$ cat src/rtl/lc3b_types.sv
// Shared LC-3b widths and the data-memory opcode set used by the MEM stage.
package lc3b_types;

  typedef logic [15:0] lc3b_word;
  typedef logic [2:0]  lc3b_reg;
  typedef logic [3:0]  lc3b_opcode;
  typedef logic [1:0]  lc3b_mem_wmask;

  localparam lc3b_opcode op_ldb = 4'b0010;
  localparam lc3b_opcode op_ldw = 4'b0110;
  localparam lc3b_opcode op_ldi = 4'b1010;
  localparam lc3b_opcode op_stb = 4'b0011;
  localparam lc3b_opcode op_stw = 4'b0111;
  localparam lc3b_opcode op_sti = 4'b1011;

  function automatic logic is_mem_op(input lc3b_opcode op);
    return (op == op_ldb) || (op == op_ldw) || (op == op_ldi) ||
           (op == op_stb) || (op == op_stw) || (op == op_sti);
  endfunction

  function automatic logic is_store_op(input lc3b_opcode op);
    return (op == op_stb) || (op == op_stw) || (op == op_sti);
  endfunction

  function automatic logic is_ind_op(input lc3b_opcode op);
    return (op == op_ldi) || (op == op_sti);
  endfunction

  function automatic logic is_byte_op(input lc3b_opcode op);
    return (op == op_ldb) || (op == op_stb);
  endfunction

endpackage

$ cat src/rtl/mem_lane_align.sv
// Byte-lane steering: store lane mask/replication and LDB byte select with sign extension.
module mem_lane_align
  import lc3b_types::*;
(
  input  lc3b_opcode    opcode,
  input  logic          addr_lsb,
  input  lc3b_word      wdata,
  input  lc3b_word      rdata,
  output lc3b_mem_wmask byte_enable,
  output lc3b_word      wdata_aligned,
  output lc3b_word      rdata_ext
);

  logic [7:0] rbyte;

  always_comb begin
    byte_enable   = 2'b11;
    wdata_aligned = wdata;
    rdata_ext     = rdata;
    rbyte         = addr_lsb ? rdata[15:8] : rdata[7:0];
    if (opcode == op_stb) begin
      byte_enable   = addr_lsb ? 2'b10 : 2'b01;
      wdata_aligned = {wdata[7:0], wdata[7:0]};
    end
    if (opcode == op_ldb) begin
      rdata_ext = {{8{rbyte[7]}}, rbyte};
    end
  end

endmodule

$ cat src/rtl/mem_stage_ctrl.sv
// LC-3b MEM stage: runs data-memory transactions (incl. two-phase LDI/STI) and fills MEM/WB.
module mem_stage_ctrl
  import lc3b_types::*;
(
  input  logic          clk,
  input  logic          reset_n,
  input  logic          ex_mem_valid,
  input  lc3b_opcode    ex_mem_opcode,
  input  lc3b_word      ex_mem_address,
  input  lc3b_word      ex_mem_wdata,
  input  lc3b_word      ex_mem_alu_result,
  input  lc3b_reg       ex_mem_dr_out,
  input  logic          ex_mem_load_regfile,
  output logic          dmem_read,
  output logic          dmem_write,
  output lc3b_word      dmem_address,
  output lc3b_word      dmem_wdata,
  output lc3b_mem_wmask dmem_byte_enable,
  input  logic          dmem_resp,
  input  lc3b_word      dmem_rdata,
  output logic          mem_stall,
  output logic          mem_wb_valid,
  output logic          mem_wb_load_regfile,
  output lc3b_reg       mem_wb_dr_out,
  output lc3b_word      mem_wb_data
);

  typedef enum logic [1:0] {StIdle, StAccess, StIndAddr, StIndData} state_e;

  state_e        state_q, state_d;
  lc3b_word      ptr_q, ptr_d;
  logic          is_mem, is_store, is_ind, is_byte;
  logic          stall_raw, complete;
  lc3b_mem_wmask lane_be;
  lc3b_word      lane_wdata, lane_rdata;

  assign is_mem   = ex_mem_valid && is_mem_op(ex_mem_opcode);
  assign is_store = is_store_op(ex_mem_opcode);
  assign is_ind   = is_ind_op(ex_mem_opcode);
  assign is_byte  = is_byte_op(ex_mem_opcode);
  assign complete = dmem_resp && ((state_q == StAccess) || (state_q == StIndData));
  // The IDLE-cycle stall is decoded from ex_mem inputs, so it must be masked during reset.
  assign mem_stall = stall_raw && reset_n;

  mem_lane_align u_lane (
    .opcode        (ex_mem_opcode),
    .addr_lsb      (ex_mem_address[0]),
    .wdata         (ex_mem_wdata),
    .rdata         (dmem_rdata),
    .byte_enable   (lane_be),
    .wdata_aligned (lane_wdata),
    .rdata_ext     (lane_rdata)
  );

  always_comb begin
    state_d          = state_q;
    ptr_d            = ptr_q;
    dmem_read        = 1'b0;
    dmem_write       = 1'b0;
    dmem_address     = '0;
    dmem_wdata       = '0;
    dmem_byte_enable = '0;
    stall_raw        = 1'b0;
    unique case (state_q)
      StIdle: begin
        if (is_mem) begin
          stall_raw = 1'b1;
          state_d   = is_ind ? StIndAddr : StAccess;
        end
      end
      StAccess: begin
        dmem_read        = !is_store;
        dmem_write       = is_store;
        dmem_address     = is_byte ? ex_mem_address : {ex_mem_address[15:1], 1'b0};
        dmem_wdata       = lane_wdata;
        dmem_byte_enable = lane_be;
        stall_raw        = !dmem_resp;
        if (dmem_resp) state_d = StIdle;
      end
      StIndAddr: begin
        dmem_read        = 1'b1;
        dmem_address     = {ex_mem_address[15:1], 1'b0};
        dmem_byte_enable = 2'b11;
        stall_raw        = 1'b1;
        if (dmem_resp) begin
          ptr_d   = dmem_rdata;
          state_d = StIndData;
        end
      end
      StIndData: begin
        dmem_read        = !is_store;
        dmem_write       = is_store;
        dmem_address     = {ptr_q[15:1], 1'b0};
        dmem_wdata       = ex_mem_wdata;
        dmem_byte_enable = 2'b11;
        stall_raw        = !dmem_resp;
        if (dmem_resp) state_d = StIdle;
      end
      default: state_d = StIdle;
    endcase
  end

  always_ff @(posedge clk or negedge reset_n) begin
    if (!reset_n) begin
      state_q <= StIdle;
      ptr_q   <= '0;
    end else begin
      state_q <= state_d;
      ptr_q   <= ptr_d;
    end
  end

  // Stalled edges insert bubbles so forwarding never sees a half-finished entry.
  always_ff @(posedge clk or negedge reset_n) begin
    if (!reset_n) begin
      mem_wb_valid        <= 1'b0;
      mem_wb_load_regfile <= 1'b0;
      mem_wb_dr_out       <= '0;
      mem_wb_data         <= '0;
    end else if (mem_stall) begin
      mem_wb_valid        <= 1'b0;
      mem_wb_load_regfile <= 1'b0;
    end else if (complete) begin
      mem_wb_valid        <= 1'b1;
      mem_wb_load_regfile <= is_store ? 1'b0 : ex_mem_load_regfile;
      mem_wb_dr_out       <= ex_mem_dr_out;
      mem_wb_data         <= is_store ? '0 : lane_rdata;
    end else begin
      mem_wb_valid        <= ex_mem_valid;
      mem_wb_load_regfile <= ex_mem_valid && ex_mem_load_regfile;
      mem_wb_dr_out       <= ex_mem_dr_out;
      mem_wb_data         <= ex_mem_alu_result;
    end
  end

endmodule
$ cat config.mk
export PLATFORM = sky130hd
export DESIGN_NAME = mem_stage_ctrl
export DESIGN_NICKNAME = d
export VERILOG_FILES = /design/src/rtl/lc3b_types.sv /design/src/rtl/mem_lane_align.sv /design/src/rtl/mem_stage_ctrl.sv
export SDC_FILE = /design/constraint.sdc
export NUM_CORES = 1
export LEC_CHECK = 0
export ABC_AREA = 1
export CAP_MARGIN = 0
export CORE_UTILIZATION = 43
export DETAILED_ROUTE_END_ITERATION = 16
export MAX_ROUTING_LAYER = met4
export PLACE_DENSITY = 0.87
export REMOVE_ABC_BUFFERS = 1
export SETUP_SLACK_MARGIN = 0.4
export SLEW_MARGIN = 30
export SYNTH_ARGS = -nofsm -noshare
export SYNTH_HDL_FRONTEND = slang
export SYNTH_SLANG_ARGS = --single-unit
$ cat constraint.sdc
create_clock -name clk -period 3.45 [get_ports clk]
set_clock_uncertainty 0.2 [all_clocks]
set_input_delay 0.8625 -clock clk [delete_from_list [all_inputs] [get_ports clk]]
set_output_delay 0.8625 -clock clk [all_outputs]
set_load 0.01 [all_outputs]
==> qor.yml, run 1 <==
path_cells: "clkbuf_2, buf_6, nor2_4, nand2_2, nand2_4, nand3_4, buf_12, o21ai_4, buf_2"
netlist.area_leader.share_pct: 37.5
yosysSeqAreaShare_pct: 37.5
startpoint: "ex_mem_opcode[0]"
multi_input_area_um2: 1340
drv_slew: 0
layout_commonest_cell: "clkdlybuf4s50_1"
yosysUniqueCellTypes: 24
rsz0062_at_grt: "no"
fillCellCount: 440
syn_avg_cell_area_um2: 6.88
place_hpwl_um: 6370
clk_pin_slew_ps: 80
hold_depth: 2
max-slew-margin-rel_pct: 68.4
grt_pass1_wl_um: 13400
grt_pass1_vias: 2893
p_leak_nw: 2.14
fmax_mhz: 331
synthMuxAreaShare_pct: 0
yosysWarnings: 0
placed_cells: 585
critPathRequiredTime_ps: 2390
overflow: 0
hold_viol: 0
drt-pass1-iter-count: 5
htree_levels: 2
ys_seq_elements: 38
insertion_delay_ps: 290
layoutNonFillerInstCount: 599
cpMaxStageDelayCell: "buf_12"
peakVddDrop_uv: 409
yosys-top-cells-area: "dfrtp_1 37%, nand2_1 12%, nor2_1 9.0%"
critPathMaxFanout: 5
die_w_um: 78.8
track_usage_pct: 28.7
layout_common_cells: "90 x clkdlybuf4s50_1, 81 x nand2_1, 60 x nor2_1"
antenna_found_initial: 0
initialDrtViolationCount: 280
final_layout_size_suffix_gt1_share_pct: 17.3
drc_errors: 0
die_h_um: 78.8
power_density_nw_per_um2: 593
clock-root-buffer: "clkbuf_8"
vias: 3070
synth_top_family_by_area: "simple AND/OR/NAND/NOR gates"
p_total_mw: 2.47
synthSimpleGateAreaFrac_pct: 32.1
io_pins: 134
routed_wl_um: 8590
startpoint_type: "input port"
nets: 602
cts_buffer_depth: 2
postRouteAntennaNets: 0
hold_class: "register to register"
cts_hold_buffers: 0
synth_adder_area_share_pct: 0
wl_per_cell_um: 14.3
reg2reg_from: "state_q[0]"
via_per_inst: 5.13
fin_crit_sh_pct: 87.6
reg2reg_depth: 5
setup_violations: 0
area_delta_synth_final_pct: 64.5
layout_min_cycle_time_ps: 3020
crit_type: "input port to output pin"
min-delay-start: "mem_wb_dr_out[2]"
end_kind: "output pin"
fp-row-count: 27
post-synth-top-area-cell: "dfrtp_1"
cpPeakStageDelay_ps: 170
status: "complete, no violations"
n_antenna_cell: 0
portBuffers: 133
core_area_um2: 5610
arrival_ps: 1960
start_util_pct: 45.3
cts_tree: "built"
cts_buffers: 5
clock_sinks: 38
synth-compound-area-share_pct: 19.3
grt_max_degree: 39
maxCapViolCount: 0
gp_congestion: 0.831
worstMarginPinSlew_ps: 474
synthXorXnorAreaFrac_pct: 0
seq_area_um2: 951
die-area_um2: 6210
syn_area_um2: 2540
synthCells: 369
routing by layer:
| metal | global-route usage (%) | up-vias | wire length (µm) |
|---|---|---|---|
| met4 | 11.6 | 0 | 215 |
| met3 | 5.06 | 20 | 585 |
| met2 | 46.8 | 145 | 4230 |
| li1 | - | 1488 | - |
| met1 | 35.5 | 1417 | 3560 |
| met5 | - | - | 0 |
worst max-delay path, delay by kind of cell:
kind	cells	cell delay, ps
AOI/OAI and AO/OA	1	130
and+or+nand+nor	4	410
buffers and inverters	4	540
final cells by class:
cell class	count	area share, %
Timing Repair Buffer	167	36.8
Clock buffer	6	1.98
Clock inverter	2	0.300
Multi-Input combinational cell	269	32.0
Inverter	45	4.07
Tap cell	72	2.16
Sequential cell	38	22.8
kinds of logic after synthesis:
| group | Yosys count |
|---|---|
| AOI/OAI and AO/OA | 86 |
| DFF | 38 |
| and+or+nand+nor | 183 |
| buffers and inverters | 62 |
metrics by stage:
| step | setup slack [ps] | util [%] | area [µm²] | hold WS (ps) | setup TNS [ps] |
|---|---|---|---|---|---|
| after floorplan | 534 | - | 2420 | 248 | 0 |
| after global placement | -227 | 72.5 | 4060 | 258 | -2000 |
| after detailed placement | -324 | 72.5 | 4060 | 262 | -3020 |
| after CTS | 376 | 74.0 | 4150 | 281 | 0 |
| after global routing | 376 | 74.5 | 4180 | 305 | 0 |
| final | 428 | 74.5 | 4180 | 276 | 0 |
sequential cells by signal, summed over array words and instances, names as in the netlist:
name and count:
mem_wb_data 16, ptr_q 15, mem_wb_dr_out 3, state_q 2, mem_wb_load_regfile 1, mem_wb_valid 1
path summary, 6_finish.rpt:
check	to	slack [ps]
worst max-delay path	dmem_wdata[15]	430
worst min-delay path	mem_wb_dr_out[2]	280
worst max register to register	mem_wb_data[9]	1680
worst min register to register	mem_wb_dr_out[2]	280
max in group asynchronous	mem_wb_data[2]	2260
min in group asynchronous	mem_wb_data[15]	460
cells in the mapped netlist:
master     n
buf_2     10
nor2_1    61
nor2_4     3
buf_6      5
clkbuf_1   2
a21oi_1   25
and3_1     1
a21oi_4    1
o21a_1     1
nand2_2    7
o21ai_0   43
inv_2      5
nand3_2    6
nand2_4    1
nor3_2     1
nand4_1    5
nand2_1   81
dfrtp_1   38
a21boi_0   6
o21ai_2    5
nand3_1   17
clkinv_1   1
inv_1     39
a21boi_1   5
where the power goes:
| group | switching, mW | leakage (nW) | internal, mW |
|---|---|---|---|
| logic | 0.737 | 1.63 | 0.660 |
| clock network | 0.161 | 0.0472 | 0.161 |
| registers | 0.119 | 0.461 | 0.638 |
what timing repair did:
item	CTS	global route
cloned	1	0
pin swaps	4	5
endpoints found under the setup margin	35	16
gates resized for setup	85	13
buffers inserted	3	2
Note: power is estimated with default switching activity, not from simulation.
==> inputs of run 2 (changes only) <==
--- a/config.mk
+++ b/config.mk
@@ -8,6 +8,7 @@
 export ABC_AREA = 1
 export CAP_MARGIN = 0
 export CORE_UTILIZATION = 43
+export CTS_CLUSTER_SIZE = 10
 export DETAILED_ROUTE_END_ITERATION = 16
 export MAX_ROUTING_LAYER = met4
 export PLACE_DENSITY = 0.87
==> results of run 2 <==
Same layout as run 1: the final DEF is identical, and so are final timing and power.
==> inputs of run 3 (changes only) <==
--- a/config.mk
+++ b/config.mk
@@ -10,6 +10,7 @@
 export CORE_UTILIZATION = 43
 export CTS_CLUSTER_SIZE = 10
 export DETAILED_ROUTE_END_ITERATION = 16
+export GPL_TIMING_DRIVEN = 0
 export MAX_ROUTING_LAYER = met4
 export PLACE_DENSITY = 0.87
 export REMOVE_ABC_BUFFERS = 1
==> qor.yml, run 3 (synthesis results as in run 1) <==
die-area_um2: 6210  # unchanged
fin_crit_sh_pct: 88.0  # was 87.6%
crit_family: "buffers and inverters"  # unchanged
die_h_um: 78.8  # unchanged
drv_slew: 0  # unchanged
p_switching_mw: 1.06  # was 1.02 mW
fin_setup_tns_ps: 0  # unchanged
initialDrtViolationCount: 333  # was 280
fp-row-count: 27  # unchanged
cts_hold_buffers: 0  # unchanged
hold_viol: 0  # unchanged
n_antenna_cell: 0  # unchanged
drc_errors: 0  # unchanged
switching_share_pct: 41.8  # was 41.1%
hold_class: "input port to asynchronous set/reset pin"  # was register to register
p_clk_share_pct: 11.2  # was 13.0%
grt_pass1_wl_um: 13400  # about the same
clock-root-buffer: "clkbuf_8"  # unchanged
stdcell_area_um2: 4180  # about the same
startpoint_type: "input port"  # unchanged
clock_sinks: 38  # unchanged
p_int_mw: 1.48  # was 1.46 mW
layout_common_cells: "89 x clkdlybuf4s50_1, 79 x nand2_1, 60 x nor2_1"  # was 90 x clkdlybuf4s50_1, 81 x nand2_1, 60 x nor2_1
portBuffers: 133  # unchanged
critical_path_depth: 8  # was 9
place_hpwl_um: 5750  # was 6370 µm
postRouteAntennaNets: 0  # unchanged
start_util_pct: 45.3  # unchanged
power_density_nw_per_um2: 608  # was 593 nW/µm²
final_core_util_pct: 74.5  # about the same
critPathBufInv: 4  # unchanged
grt_max_degree: 31  # was 39
die_w_um: 78.8  # unchanged
maxCapViolCount: 0  # unchanged
core_area_um2: 5610  # unchanged
startpoint: "ex_mem_valid"  # was ex_mem_opcode[0]
insertion_delay_ps: 280  # was 290 ps
nets: 588  # was 602
holdWs_ps: 243  # was 276 ps
io_pins: 134  # unchanged
p_leak_nw: 2.15  # was 2.14 nW
vias: 3053  # was 3,070
max-slew-margin-rel_pct: 66.3  # was 68.4%
htree_levels: 2  # unchanged
layout_min_cycle_time_ps: 3040  # was 3020 ps
fmax_mhz: 329  # was 331 MHz
setup_violations: 0  # unchanged
power_frac_seq_pct: 30.9  # was 30.6%
p_comb_share_pct: 57.9  # was 56.4%
cpMaxStageDelayCell: "clkdlybuf4s50_1"  # was buf_12
antenna_found_initial: 0  # unchanged
wl_per_cell_um: 14.7  # was 14.3 µm
end_kind: "output pin"  # unchanged
path_cells: "clkdlybuf4s50_1, nand2_1, inv_1, nand2_2, nand2_4, nand2_8, inv_8, clkdlybuf4s15_2"  # was clkbuf_2, buf_6, nor2_4, nand2_2, nand2_4, nand3_4, buf_12, o21ai_4, buf_2
overflow: 0  # unchanged
drt-pass1-iter-count: 5  # unchanged
worstMarginPinSlew_ps: 504  # was 474 ps
routed_wl_um: 8570  # was 8590 µm
critPathMaxFanout: 4  # was 5
cts_tree: "built"  # unchanged
peakVddDrop_uv: 462  # was 409 µV
final_layout_size_suffix_gt1_share_pct: 14.5  # was 17.3%
crit_type: "input port to output pin"  # unchanged
cpPeakStageDelay_ps: 490  # was 170 ps
cts_buffers: 5  # unchanged
via_per_inst: 5.23  # was 5.13
clk_pin_slew_ps: 70  # was 80 ps
gp_congestion: 0.867  # was 0.831
status: "complete, no violations"  # unchanged
layout_commonest_cell: "clkdlybuf4s50_1"  # unchanged
rsz0062_at_grt: "yes"  # was no
reg2reg_depth: 6  # was 5
area_delta_synth_final_pct: 64.7  # was 64.5%
arrival_ps: 1970  # was 1960 ps
track_usage_pct: 28.2  # was 28.7%
grt_pass1_vias: 2849  # was 2,893
fillCellCount: 435  # was 440
cts_buffer_depth: 2  # unchanged
place_area_um2: 3870  # was 4060 µm²
largestRegisters: "mem_wb_data x16, ptr_q x15, mem_wb_dr_out x3"  # unchanged
critPathRequiredTime_ps: 2390  # about the same
top_register: "mem_wb_data"  # unchanged
largest_register_ffs: 16  # unchanged
p_total_mw: 2.54  # was 2.47 mW
reg2reg_from: "state_q[0]"  # unchanged
## run 3: cell count changes in the layout (fill, tap and decap cells not counted), sizes merged
cell,delta
buf,-20
dlymetal6s2s,+4
clkdlybuf4s15,+3
clkbuf,-2
clkdlybuf4s50,-1
clkinv,-1
clkinvlp,-1
dlygate4sd2,+1
nand2,+1
nand3,+1
## run 3: routing by layer
layer	vias to the layer above	track usage, %	wire (µm)
met4	0	10.4	194
met3	23	5.06	767
li1	1466	-	-
met5	-	-	0
met2	183	46.3	4170
met1	1381	34.9	3430
## run 3: area by class of cell
cell class	instances	area (µm²)	share of cell area, %
well taps	72	90.1	2.16
clock buffers	7	76.3	1.83
inverters	45	184	4.40
repair buffers	151	1470	35.3
flip-flops and latches	38	955	22.8
multi-input cells	271	1400	33.5
## run 3: timing repair
| item | 4_1_cts | 5_1_grt |
|---|---|---|
| cloned | 2 | 0 |
| resized for setup | 83 | 24 |
| pin swaps | 10 | 6 |
| setup buffers | 9 | 8 |
| endpoints found under the setup margin | 37 | 16 |
## run 3: per-stage QoR
| step | setup WS (ps) | instances |
|---|---|---|
| 6_report | 413 | 584 |
| 5_1_grt | 333 | 584 |
| 4_1_cts | 332 | 576 |
| 3_3_place_gp | -1930 | 557 |
| 3_5_place_dp | -830 | 558 |
| 2_1_floorplan | 534 | 352 |
## run 3: power groups by stage
stage	Combinational [mW]	Sequential (mW)	Clock, mW
finish	1.47	0.786	0.284
global route	1.61	0.806	0.311
CTS	1.42	0.773	0.287
detailed placement	1.39	0.787	0
global placement	1.36	0.784	0
floorplan	0.596	0.810	0
## run 3: worst paths after layout
path	end	slack, ps
min in group clk	mem_wb_dr_out[1]	280
max in group asynchronous	ptr_q[14]	2410
worst max-delay path	mem_stall	410
worst max register to register	mem_wb_data[12]	1510
worst min register to register	mem_wb_dr_out[1]	280
worst min-delay path	mem_wb_data[10]	240
## run 3: worst register-to-register path, stage by stage (launching register included)
cell      delay, ps
dfrtp_4         580
nor2_4          230
nand2_4         110
buf_4           150
buf_4           190
a21boi_0        260
a21oi_1         110
